**src/rtl/cmd_processor_n.sv**
```systemverilog
// Serial command processor: decodes single-byte commands with optional
// argument bytes, drives trigger timing / PLL controls and streams
// histogram snapshots and status bytes back to the UART transmitter.
module cmd_processor_n #(
    parameter int         NCH     = 4,
    parameter int         HW      = 32,
    parameter int         TIMEOUT = 1000000,
    parameter logic [7:0] FWVER   = 8'd2
) (
    input  logic              clk,
    input  logic              reset,
    input  logic              rxReady,
    input  logic [7:0]        rxData,
    input  logic              txBusy,
    output logic              txStart,
    output logic [7:0]        txData,
    input  logic [NCH*HW-1:0] histos,
    output logic              resethist,
    output logic [7:0]        deadticks,
    output logic [7:0]        firingticks,
    output logic              enable_outputs,
    output logic [2:0]        phasecounterselect,
    output logic              phaseupdown,
    output logic              phasestep,
    output logic              scanclk,
    output logic              clkswitch
);

    localparam int          NB   = NCH * HW / 8;
    localparam int          HB   = HW / 8;
    localparam int          BB   = (NB > 3) ? NB : 3;
    localparam logic [31:0] TMO  = 32'(TIMEOUT);
    localparam logic [7:0]  NCH8 = 8'(NCH);

    typedef enum logic [2:0] {IDLE, ARGS, EXEC, CLKSW, PHASE, TXLOAD, TXWAIT} state_t;

    state_t          state;
    logic [7:0]      cmd;
    logic [7:0]      arg;
    logic [31:0]     tcnt;
    logic [6:0]      pc;
    logic [3:0]      steps;
    logic [BB*8-1:0] buffer;
    logic [6:0]      idx;
    logic [6:0]      last;
    logic            wait1;
    logic            overrun;

    // Commands that consume one argument byte before execution.
    function automatic logic needs_arg(input logic [7:0] c);
        return (c == 8'd1) || (c == 8'd2) || (c == 8'd5) || (c == 8'd13);
    endfunction

    // Command FSM with all outputs registered.
    always_ff @(posedge clk) begin
        if (reset) begin
            state              <= IDLE;
            cmd                <= '0;
            arg                <= '0;
            tcnt               <= '0;
            pc                 <= '0;
            steps              <= '0;
            buffer             <= '0;
            idx                <= '0;
            last               <= '0;
            wait1              <= 1'b0;
            overrun            <= 1'b0;
            txStart            <= 1'b0;
            txData             <= '0;
            resethist          <= 1'b0;
            deadticks          <= 8'd10;
            firingticks        <= 8'd9;
            enable_outputs     <= 1'b0;
            phasecounterselect <= '0;
            phaseupdown        <= 1'b1;
            phasestep          <= 1'b0;
            scanclk            <= 1'b0;
            clkswitch          <= 1'b0;
        end else begin
            txStart   <= 1'b0;
            resethist <= 1'b0;
            case (state)
                IDLE: begin
                    if (rxReady) begin
                        cmd  <= rxData;
                        tcnt <= '0;
                        if (needs_arg(rxData)) begin
                            state <= ARGS;
                        end else begin
                            state <= EXEC;
                            // resethist is raised on entry so it is high during EXEC,
                            // the same cycle whose closing edge takes the snapshot.
                            if (rxData == 8'd10) resethist <= 1'b1;
                        end
                    end
                end
                ARGS: begin
                    if (rxReady) begin
                        arg   <= rxData;
                        state <= EXEC;
                        if (cmd == 8'd13 && rxData < NCH8) resethist <= 1'b1;
                    end else if (tcnt == TMO) begin
                        state <= IDLE;
                    end else begin
                        tcnt <= tcnt + 32'd1;
                    end
                end
                EXEC: begin
                    idx   <= '0;
                    wait1 <= 1'b0;
                    state <= IDLE;
                    case (cmd)
                        8'd0: begin
                            buffer <= {{(BB*8-8){1'b0}}, FWVER};
                            last   <= 7'd0;
                            state  <= TXLOAD;
                        end
                        8'd1: deadticks      <= arg;
                        8'd2: firingticks    <= arg;
                        8'd3: enable_outputs <= ~enable_outputs;
                        8'd4: begin
                            clkswitch <= 1'b1;
                            tcnt      <= '0;
                            state     <= CLKSW;
                        end
                        8'd5: begin
                            phasecounterselect <= arg[2:0];
                            phaseupdown        <= arg[3];
                            steps              <= (arg[7:4] == 4'd0) ? 4'd1 : arg[7:4];
                            pc                 <= '0;
                            phasestep          <= 1'b1;
                            scanclk            <= 1'b0;
                            state              <= PHASE;
                        end
                        8'd9: phaseupdown <= ~phaseupdown;
                        8'd10: begin
                            buffer              <= '0;
                            buffer[NCH*HW-1:0]  <= histos;
                            last                <= 7'(NB - 1);
                            state               <= TXLOAD;
                        end
                        8'd13: begin
                            buffer <= '0;
                            if (arg < NCH8) begin
                                buffer[HW-1:0] <= histos[arg[3:0]*HW +: HW];
                                last           <= 7'(HB - 1);
                            end else begin
                                buffer[7:0] <= 8'hFF;
                                last        <= 7'd0;
                            end
                            state <= TXLOAD;
                        end
                        8'd14: begin
                            buffer        <= '0;
                            buffer[23:0]  <= {overrun, 2'b00, enable_outputs, phaseupdown,
                                              phasecounterselect, firingticks, deadticks};
                            last          <= 7'd2;
                            state         <= TXLOAD;
                        end
                        default: state <= IDLE;
                    endcase
                end
                CLKSW: begin
                    if (tcnt == 32'd7) begin
                        clkswitch <= 1'b0;
                        state     <= IDLE;
                    end else begin
                        tcnt <= tcnt + 32'd1;
                    end
                end
                PHASE: begin
                    pc <= pc + 7'd1;
                    if (pc[3:0] == 4'hF) scanclk <= ~scanclk;
                    if (pc == 7'd95) phasestep <= 1'b0;
                    if (pc == 7'd127) begin
                        if (steps == 4'd1) begin
                            state <= IDLE;
                        end else begin
                            steps     <= steps - 4'd1;
                            phasestep <= 1'b1;
                        end
                    end
                end
                TXLOAD: begin
                    if (!txBusy) begin
                        txStart <= 1'b1;
                        txData  <= buffer[{idx, 3'b000} +: 8];
                        wait1   <= 1'b1;
                        state   <= TXWAIT;
                    end
                end
                TXWAIT: begin
                    if (wait1) begin
                        wait1 <= 1'b0;
                    end else if (!txBusy) begin
                        if (idx == last) begin
                            state <= IDLE;
                            if (cmd == 8'd14) overrun <= 1'b0;
                        end else begin
                            idx   <= idx + 7'd1;
                            state <= TXLOAD;
                        end
                    end
                end
                default: state <= IDLE;
            endcase
            if (rxReady && (state inside {EXEC, CLKSW, PHASE, TXLOAD, TXWAIT})) overrun <= 1'b1;
        end
    end

endmodule

```
**config.mk**
```make
export PLATFORM = sky130hd
export DESIGN_NAME = cmd_processor_n
export DESIGN_NICKNAME = d
export VERILOG_FILES = /design/src/rtl/cmd_processor_n.sv
export SDC_FILE = /design/constraint.sdc
export NUM_CORES = 1
export LEC_CHECK = 0
export ABC_AREA = 0
export BUFFER_PORTS_ARGS = -buffer_cell sky130_fd_sc_hd__buf_2
export CORE_MARGIN = 2
export CORE_UTILIZATION = 55
export CTS_CLUSTER_SIZE = 24
export DETAILED_ROUTE_END_ITERATION = 8
export PLACE_DENSITY = 0.77
export SYNTH_ARGS = -nofsm -noshare
export SYNTH_HDL_FRONTEND = slang
export SYNTH_SLANG_ARGS = --single-unit
```
**constraint.sdc**
```tcl
create_clock -name clk -period 2.9 [get_ports clk]
set_input_delay 0.29 -clock clk [delete_from_list [all_inputs] [get_ports clk]]
set_output_delay 0.29 -clock clk [all_outputs]
set_load 0.05 [all_outputs]
```
==> results.yml, run 1 <==
status:
  status: "finished clean"
timing:
  tns_ns: 0
  slew-limit-headroom: 0.403
  max_freq_mhz: 392
  rsz0062_at_grt: "no"
  slew_viol_final: 0
  hold_viol_final: 0
  finalSetupViolCount: 0
  min_period_ns: 2.55
  period_share: 0.881
  fin_skew_ns: 0.0286
  worstMarginPinSlew_ns: 0.895
logic_synthesis:
  yosys-mux-area-fraction: 0.175
  yosysMostFrequentCell: "dfxtp_1"
  synthDistinctLibCells: 65
  synth_edf_count: 0
  synth-warning-count: 0
  synth_top_family_by_area: "simple AND/OR/NAND/NOR gates"
  ys.flop_type: "dfxtp_1"
  yosys.area_share.simple: 0.204
  synth_seq_cells: 236
  syn_area_sq_um: 12100
  synth_commonest_cells: "dfxtp_1, nand2_1, a21oi_1"
  synthXorXnorAreaFrac: 0.0108
  syn_area_per_cell_sq_um: 8.92
  async_flop_share: 0
  synth_adder_area_share: 0.0103
  synth_top_cell_area_share: 0.389
  synth_nets: 1510
  yosys.area.top_type: "dfxtp_1"
  synthCells: 1360
  synth_compound_area_frac: 0.166
  synthTopCellsByArea: "dfxtp_1, mux4_2, a21oi_1"
  yosysSeqAreaShare: 0.389
detailed_routing:
  viasPerCell: 6.47
  num_vias: 11598
  ant_nets: 0
  wl_mm: 41.1
  wl_per_cell_um: 22.9
  drcViolationCount: 0
  firstDrtPassIters: 5
  drt-initial-drc-count: 1308
power:
  leakagePower_nw: 5.16
  power.switching_mw: 2.78
  intPower_mw: 5.98
  powerDensity_nw_per_um2: 611
  comb_power_share: 0.212
  peakVddDrop_v: 0.000402
  pwr-share-seq: 0.387
  p_clk_frac: 0.401
  swShare: 0.317
  p_total_mw: 8.76
global_routing:
  grt_overflow_total: 0
  grt_max_degree: 168
  grt_pass1_wl_mm: 62.9
  track_usage: 0.343
  grt_use_met1: 0.450
  grt_pass1_vias: 10786
  antenna_found_initial: 1
  grtUsageMet2: 0.540
  grt-busiest-layer: "met2"
  use_met3: 0.0674
clocking:
  clock_latency_ns: 0.56
  cts.clk_slew.worst_paths_ns: 0.07
  post_cts_resized: 0
  htreeDepth: 1
  cts_buffer_depth: 3
  cts_buffers: 26
  cts_tree: "yes"
  clockRootBuffer: "clkbuf_16"
  clock_sinks: 236
critical_path:
  cp.arrival_ns: 2.99
  r2r_cells: 6
  crit_family: "simple AND/OR/NAND/NOR gates"
  endpoint_kind: "register"
  crit_path_max_incr_delay_ns: 0.61
  crit_fanout: 8
  cp_slowest_cell: "a211oi_1"
  cp_num_cells: 6
  path_cells: "nand4_1, nor4_1, nand2_1, a211oi_1, a21oi_1, a31o_2"
  worstSetupPathType: "register to register"
  setup.worst_path.start_class: "register"
  critical_path_buf_inv_count: 0
  worstPathRequired_ns: 3.34
worst_hold_path:
  hp-class: "input port to register"
  hold_path_depth: 3
cells_and_area:
  multi_input_area_sq_um: 6900
  layout-drive-gt1-share: 0.237
  syn_to_final_growth_pct: 18.2
  final_area_sq_um: 14300
  nNetsFinal: 1642
  seqCellArea_sq_um: 4730
  finalNonFillerCells: 1793
  nFillCells: 1781
placement:
  postPlaceCellArea_sq_um: 13300
  hpwl_mm: 29.6
  finalWeightedCongestion: 0.976
  io_buffers: 173
  placed_cells: 1735
die:
  coreArea_sq_um: 21800
  start_util: 0.558
  die_h_um: 153
  num_io_pins: 174
  die_w_um: 153
  dieArea_sq_um: 23300
  placementRows: 54
job:
  maxCapViolations: 0
worst paths after layout:
path	start	to	slack (ns)
max	tcnt[8]	tcnt[25]	0.35
min	histos[94]	buffer[94]	0.006
max reg2reg	tcnt[8]	tcnt[25]	0.35
min reg2reg	buffer[58]	buffer[58]	0.45
area by class of cell:
class,instances,area share
antenna,1,0.000175
inverter,17,0.00445
multi-input combinational,994,0.481
sequential,236,0.330
timing repair buffer,217,0.0959
clock inverter,15,0.0127
tap,280,0.0244
clock buffer,33,0.0514
kinds of logic (layout without fill, tap and decap cells):
logic type | Yosys count | after routing
buf+inv | 130 | 282
simple gates | 531 | 531
compound gates | 316 | 316
flops | 236 | 236
xor+xnor | 15 | 15
other cells | 0 | 1
fa+ha+maj | 10 | 10
mux | 122 | 122
tightest hold or removal path: stages:
cell and delay [ns]:
buf_2 0.11, nand3_1 0.06, a21oi_1 0.06
layer usage:
metal	share of wire	wire length (um)
met5	0	0
met4	0.061	2530
met3	0.11	4500
met2	0.46	18900
met1	0.37	15200
flip-flops by register name (all words and copies together), names as in the netlist, 3 cells and up:
name,flops
arg,8
buffer,128
cmd,8
deadticks,8
firingticks,8
idx,7
last,3
pc,7
phasecounterselect,3
state,3
steps,4
tcnt,32
txData,8
power groups by stage:
stage	Combinational, mW	Clock (mW)	Sequential (mW)
2_1_floorplan	1.24	0	3.44
3_3_place_gp	1.79	0	3.45
3_5_place_dp	1.80	0	3.46
4_1_cts	1.81	3.52	3.39
5_1_grt	1.98	3.66	3.40
6_report	1.86	3.51	3.39
timing repair:
action,CTS,global route
hold endpoints to repair,8,1
setup buffers,0,0
hold buffers,8,1
cells in the final DEF (no fill, tap or decap), drive strengths merged, types with 6 or more instances in the layout:
cell type	count
dfxtp	236
buf	208
nand2	165
a21oi	147
nor2	138
nand3	120
mux4	72
mux2i	47
o21ai	43
a22oi	40
clkbuf	33
inv	17
nor3	16
o2bb2ai	14
nand4	13
a211oi	12
nor4	12
a22o	11
xnor2	11
a31oi	11
clkinv	11
or3	10
ha	10
nor2b	9
dlygate4sd3	9
and3	8
nand2b	7
nand3b	7
a2111oi	7
a31o	6
per-stage QoR:
step | hold WS [ns] | setup slack [ns] | utilization
global placement | 0.435 | 0.477 | 0.613
floorplan | 0.429 | 0.579 | -
finish | 0.00552 | 0.346 | 0.659
global route | 0.00415 | 0.0200 | 0.659
CTS | 0.00223 | 0.378 | 0.659
detailed placement | 0.444 | 0.417 | 0.613
Note: power is estimated with default switching activity, not from simulation.
==> run 2, diff against run 1 <==
==> constraint.sdc (replaced) <==
create_clock -name clk -period 2.9 [get_ports clk]
set_input_delay 0.145 -clock clk [delete_from_list [all_inputs] [get_ports clk]]
set_output_delay 0.145 -clock clk [all_outputs]
set_load 0.05 [all_outputs]
==> run 2 against run 1 <==
First-iteration DRC count increased by 19%. Register-to-register slack improved by 0.02 ns. Core utilization rose by 4.2 points. Critical path depth stayed put. Worst setup slack gained 0.018 ns. Count of clock-buffer cells in the layout increased by 5. Design area rose by 6.4%. Largest cell class unchanged.
==> results.yml, run 2 (synthesis results as in run 1) <==
cells_and_area:
  nNetsFinal: 1740
  reg_top3: "buffer: 128 flops, tcnt: 32 flops"
  layout-drive-gt1-share: 0.220
  final_common_cell: "dfxtp_1"
  nFillCells: 1636
  largest_register_ffs: 128
  multi_input_area_sq_um: 6900
  syn_to_final_growth_pct: 25.7
  max_flop_register: "buffer"
  layout_common_cells: "dfxtp_1, buf_2, nand2_1, a21oi_1, nor2_1"
  final_area_sq_um: 15300
  finalNonFillerCells: 1891
  fin_util: 0.701
  seqCellArea_sq_um: 4730
timing:
  hold_viol_final: 0
  slew_viol_final: 0
  fin_skew_ns: 0.00803
  slew-limit-headroom: 0.146
  period_share: 0.875
  finalSetupViolCount: 0
  rsz0062_at_grt: "no"
  max_freq_mhz: 394
  finalHoldWorstSlack_ns: 0.0201
  worstMarginPinSlew_ns: 1.27
  min_period_ns: 2.54
  tns_ns: 0
clocking:
  cts_tree: "yes"
  cts.clk_slew.worst_paths_ns: 0.06
  clock_sinks: 236
  cts_buffer_depth: 3
  htreeDepth: 1
  post_cts_buffers: 0
  clock_latency_ns: 0.54
  post_cts_resized: 0
  hold_buffers: 107
  cts_buffers: 26
  clockRootBuffer: "clkbuf_16"
power:
  peakVddDrop_v: 0.000486
  leakagePower_nw: 5.54
  powerDensity_nw_per_um2: 580
placement:
  io_buffers: 173
  finalWeightedCongestion: 0.993
  placed_cells: 1735
  hpwl_mm: 29.9
  postPlaceCellArea_sq_um: 13300
critical_path:
  crit_fanout: 20
  worstSetupPathType: "register to register"
  critical_path_buf_inv_count: 0
  r2r_end: "tcnt[10]"
  reg2reg_slack_ns: 0.36
  crit_family: "simple AND/OR/NAND/NOR gates"
  r2r-start: "cmd[1]"
  setup.worst_path.start_class: "register"
  crit_path_max_incr_delay_ns: 0.64
  path_cells: "or4b_1, o21ai_4, nand2_4, a211o_1, or3_1, a21oi_1"
  cp.arrival_ns: 3.00
  r2r_cells: 6
  endpoint_kind: "register"
  worstPathRequired_ns: 3.36
  cp_slowest_cell: "or4b_1"
worst_hold_path:
  hp-class: "input port to register"
  min-delay-start: "histos[28]"
  hold_path_depth: 4
  hold-path-endpoint: "buffer[28]"
global_routing:
  grt_pass1_vias: 11775
  track_usage: 0.370
  grt_max_degree: 174
  antenna_found_initial: 3
  grt_pass1_wl_mm: 67.9
  grt_overflow_total: 0
detailed_routing:
  drt-initial-drc-count: 1556
  firstDrtPassIters: 8
  num_vias: 12230
  drcViolationCount: 0
  wl_per_cell_um: 23.3
  viasPerCell: 6.47
  wl_mm: 44.0
  ant_nets: 0
die:
  die_h_um: 153
  placementRows: 54
  dieArea_sq_um: 23300
  die_w_um: 153
  coreArea_sq_um: 21800
  num_io_pins: 174
  start_util: 0.558
status:
  status: "finished clean"
job:
  maxCapViolations: 0
## run 2: cell count changes in the layout (fill, tap and decap cells not counted)
cell           change
dlygate4sd3_1     +98
buf_12             -4
buf_4              +4
clkbuf_1           +4
clkinv_2           -3
clkbuf_16          +1
clkinv_16          -1
clkinv_4           -1
## run 2: power by group
part	switching, mW	internal, mW	total [mW]	leakage, nW
logic	1.28	0.664	1.94	3.19
registers	0.0927	3.31	3.40	1.90
clock network	1.39	2.12	3.50	0.448
total	2.75	6.09	8.84	5.54
## run 2: routing by layer
metal	global-route usage	vias up	share of wire
li1	-	5462	-
met1	0.469	5728	0.37
met2	0.588	855	0.44
met3	0.0685	181	0.11
met4	0.231	4	0.078
met5	0	-	0.00059
## run 2: through the flow
stage	power, mW	setup slack, ns
2_1_floorplan	4.68	0.579
3_3_place_gp	5.22	0.467
3_5_place_dp	5.24	0.419
4_1_cts	8.80	0.394
5_1_grt	9.13	0.165
6_report	8.84	0.364
## run 2: final cells by class
| cell class | count | area share |
|---|---|---|
| Multi-Input combinational cell | 994 | 0.452 |
| Sequential cell | 236 | 0.310 |
| Clock buffer | 38 | 0.0509 |
| Inverter | 17 | 0.00418 |
| Antenna cell | 1 | 0.000164 |
| Tap cell | 280 | 0.0230 |
| Clock inverter | 10 | 0.00836 |
| Timing Repair Buffer | 315 | 0.151 |
## run 2: worst max-delay path by stage
stage | depth (start not counted) | start | endpoint | slack (ns)
2_1_floorplan | 6 | idx[0] | txData[3] | 0.58
3_3_place_gp | 6 | cmd[0] | tcnt[12] | 0.47
3_5_place_dp | 6 | cmd[1] | tcnt[4] | 0.42
4_1_cts | 8 | state[0] | tcnt[10] | 0.39
5_1_grt | 8 | state[0] | tcnt[10] | 0.17
6_report | 6 | cmd[1] | tcnt[10] | 0.36
## run 2: worst reg2reg max path, delay by kind of cell (launching register included)
family / cells / cell delay [ns]
flip-flops: 1 / 0.41
AND/OR/NAND/NOR: 3 / 1.19
AO/OA/AOI/OAI: 3 / 0.86
==> run 3, diff against run 2 <==
Settings changed: SETUP_SLACK_MARGIN set to 0.4.
==> run 3 against run 2 <==
Critical path depth up 1. Worst hold slack worse by 0.0070 ns. First-iteration DRC count up 2.7%. Final cell count about the same. Sequential share of layout area down 0.12 points. Largest power group unchanged.
==> results.yml, run 3 (synthesis results as in run 1) <==
cells_and_area:
  layout_common_cells: "dfxtp_1, buf_2, nand2_1, a21oi_1, nor2_1"
  max_flop_register: "buffer"
  largest_register_ffs: 128
  final_common_cell: "dfxtp_1"
  nFillCells: 1627
  seqCellArea_sq_um: 4730
  multi_input_area_sq_um: 6950
  layout-drive-gt1-share: 0.225
  reg_top3: "buffer: 128 flops, tcnt: 32 flops"
  syn_to_final_growth_pct: 26.2
  finalNonFillerCells: 1892
  nNetsFinal: 1741
critical_path:
  setup.worst_path.start_class: "register"
  crit_fanout: 18
  endpoint_kind: "register"
  crit_path_max_incr_delay_ns: 0.53
  path_cells: "inv_1, ha_1, nor4_1, nor3_4, a31o_2, or4_1, o21ai_0"
  worstSetupPathType: "register to register"
  worstPathRequired_ns: 3.35
  cp_slowest_cell: "or4_1"
  r2r-start: "state[0]"
  cp.arrival_ns: 2.85
  crit_start: "state[0]"
  reg2reg_slack_ns: 0.51
clocking:
  cts_tree: "yes"
  cts_buffer_depth: 3
  cts_buffers: 26
  clock_sinks: 236
  clockRootBuffer: "clkbuf_16"
  cts.clk_slew.worst_paths_ns: 0.06
  htreeDepth: 1
  clock_latency_ns: 0.54
timing:
  fin_skew_ns: 0.00620
  finalSetupViolCount: 0
  period_share: 0.826
  tns_ns: 0
  min_period_ns: 2.39
  slew-limit-headroom: 0.437
  hold_viol_final: 0
  slew_viol_final: 0
  rsz0062_at_grt: "no"
  max_freq_mhz: 418
  worstMarginPinSlew_ns: 0.845
detailed_routing:
  wl_mm: 44.1
  wl_per_cell_um: 23.3
  drt-initial-drc-count: 1598
  num_vias: 12223
  drcViolationCount: 0
  viasPerCell: 6.46
  firstDrtPassIters: 5
  ant_nets: 0
power:
  p_total_mw: 8.89
  powerDensity_nw_per_um2: 580
  leakagePower_nw: 5.56
  peakVddDrop_v: 0.000478
global_routing:
  grt_max_degree: 174
  grt_pass1_wl_mm: 67.9
  grt_pass1_vias: 11775
  grt_overflow_total: 0
  track_usage: 0.370
  antenna_found_initial: 3
placement:
  hpwl_mm: 29.9
  finalWeightedCongestion: 0.993
  io_buffers: 173
  placed_cells: 1735
status:
  status: "finished clean"
die:
  die_w_um: 153
  placementRows: 54
  num_io_pins: 174
  coreArea_sq_um: 21800
  start_util: 0.558
  dieArea_sq_um: 23300
  die_h_um: 153
worst_hold_path:
  min-delay-start: "histos[28]"
  hp-class: "input port to register"
job:
  maxCapViolations: 0
==> run 3: cell count changes in the layout (fill, tap and decap cells not counted), sizes merged <==
| cell | change |
|---|---|
| buf | +1 |
==> run 3: per-layer routing <==
layer  part of all wire  global-route usage  vias up
met2               0.44               0.588      816
met1               0.36               0.469     5743
met3               0.11              0.0685      200
met4              0.081               0.231        4
li1                   -                   -     5460
met5            0.00059                   0        -
==> run 3: worst max-delay path, delay by kind of cell (launching register included) <==
| family | cells | cell delay (ns) |
|---|---|---|
| and+or+nand+nor | 3 | 1.12 |
| AOI/OAI and AO/OA | 2 | 0.48 |
| DFF | 1 | 0.36 |
| adders and majority gates | 1 | 0.25 |
| buffers and inverters | 1 | 0.10 |
==> run 3: what timing repair did <==
item,4_1_cts,5_1_grt
resized for setup,1,11
setup endpoints to repair,1,57
setup buffers,0,1
hold buffers,107,0
endpoints found under the hold margin,136,0
==> run 3: report_power, final <==
group	internal [mW]	switching [mW]	leakage [nW]
clock network	2.12	1.39	0.448
registers	3.31	0.0929	1.90
logic	0.684	1.29	3.20
total	6.11	2.78	5.56
==> run 3: final cells by class <==
type                    count  area share
repair buffers            316       0.151
well taps                 280      0.0229
multi-input cells         994       0.454
clock buffers              38      0.0507
inverters                  17     0.00417
flip-flops and latches    236       0.309
clock inverters            10     0.00833
diodes                      1    0.000163
==> run 3: final timing paths <==
kind	endpoint	cells after the start
worst max-delay path	tcnt[24]	7
worst min-delay path	buffer[28]	4
worst max register to register	tcnt[24]	7
worst min register to register	buffer[104]	2
==> run 3: through the flow <==
step	setup slack [ns]	utilization	hold WS (ns)	area (sq um)
floorplan	0.579	-	0.289	12100
global placement	0.467	0.610	0.418	13300
detailed placement	0.419	0.610	0.419	13300
CTS	0.462	0.701	0.00762	15300
global route	0.403	0.704	0.0405	15300
finish	0.505	0.704	0.0132	15300
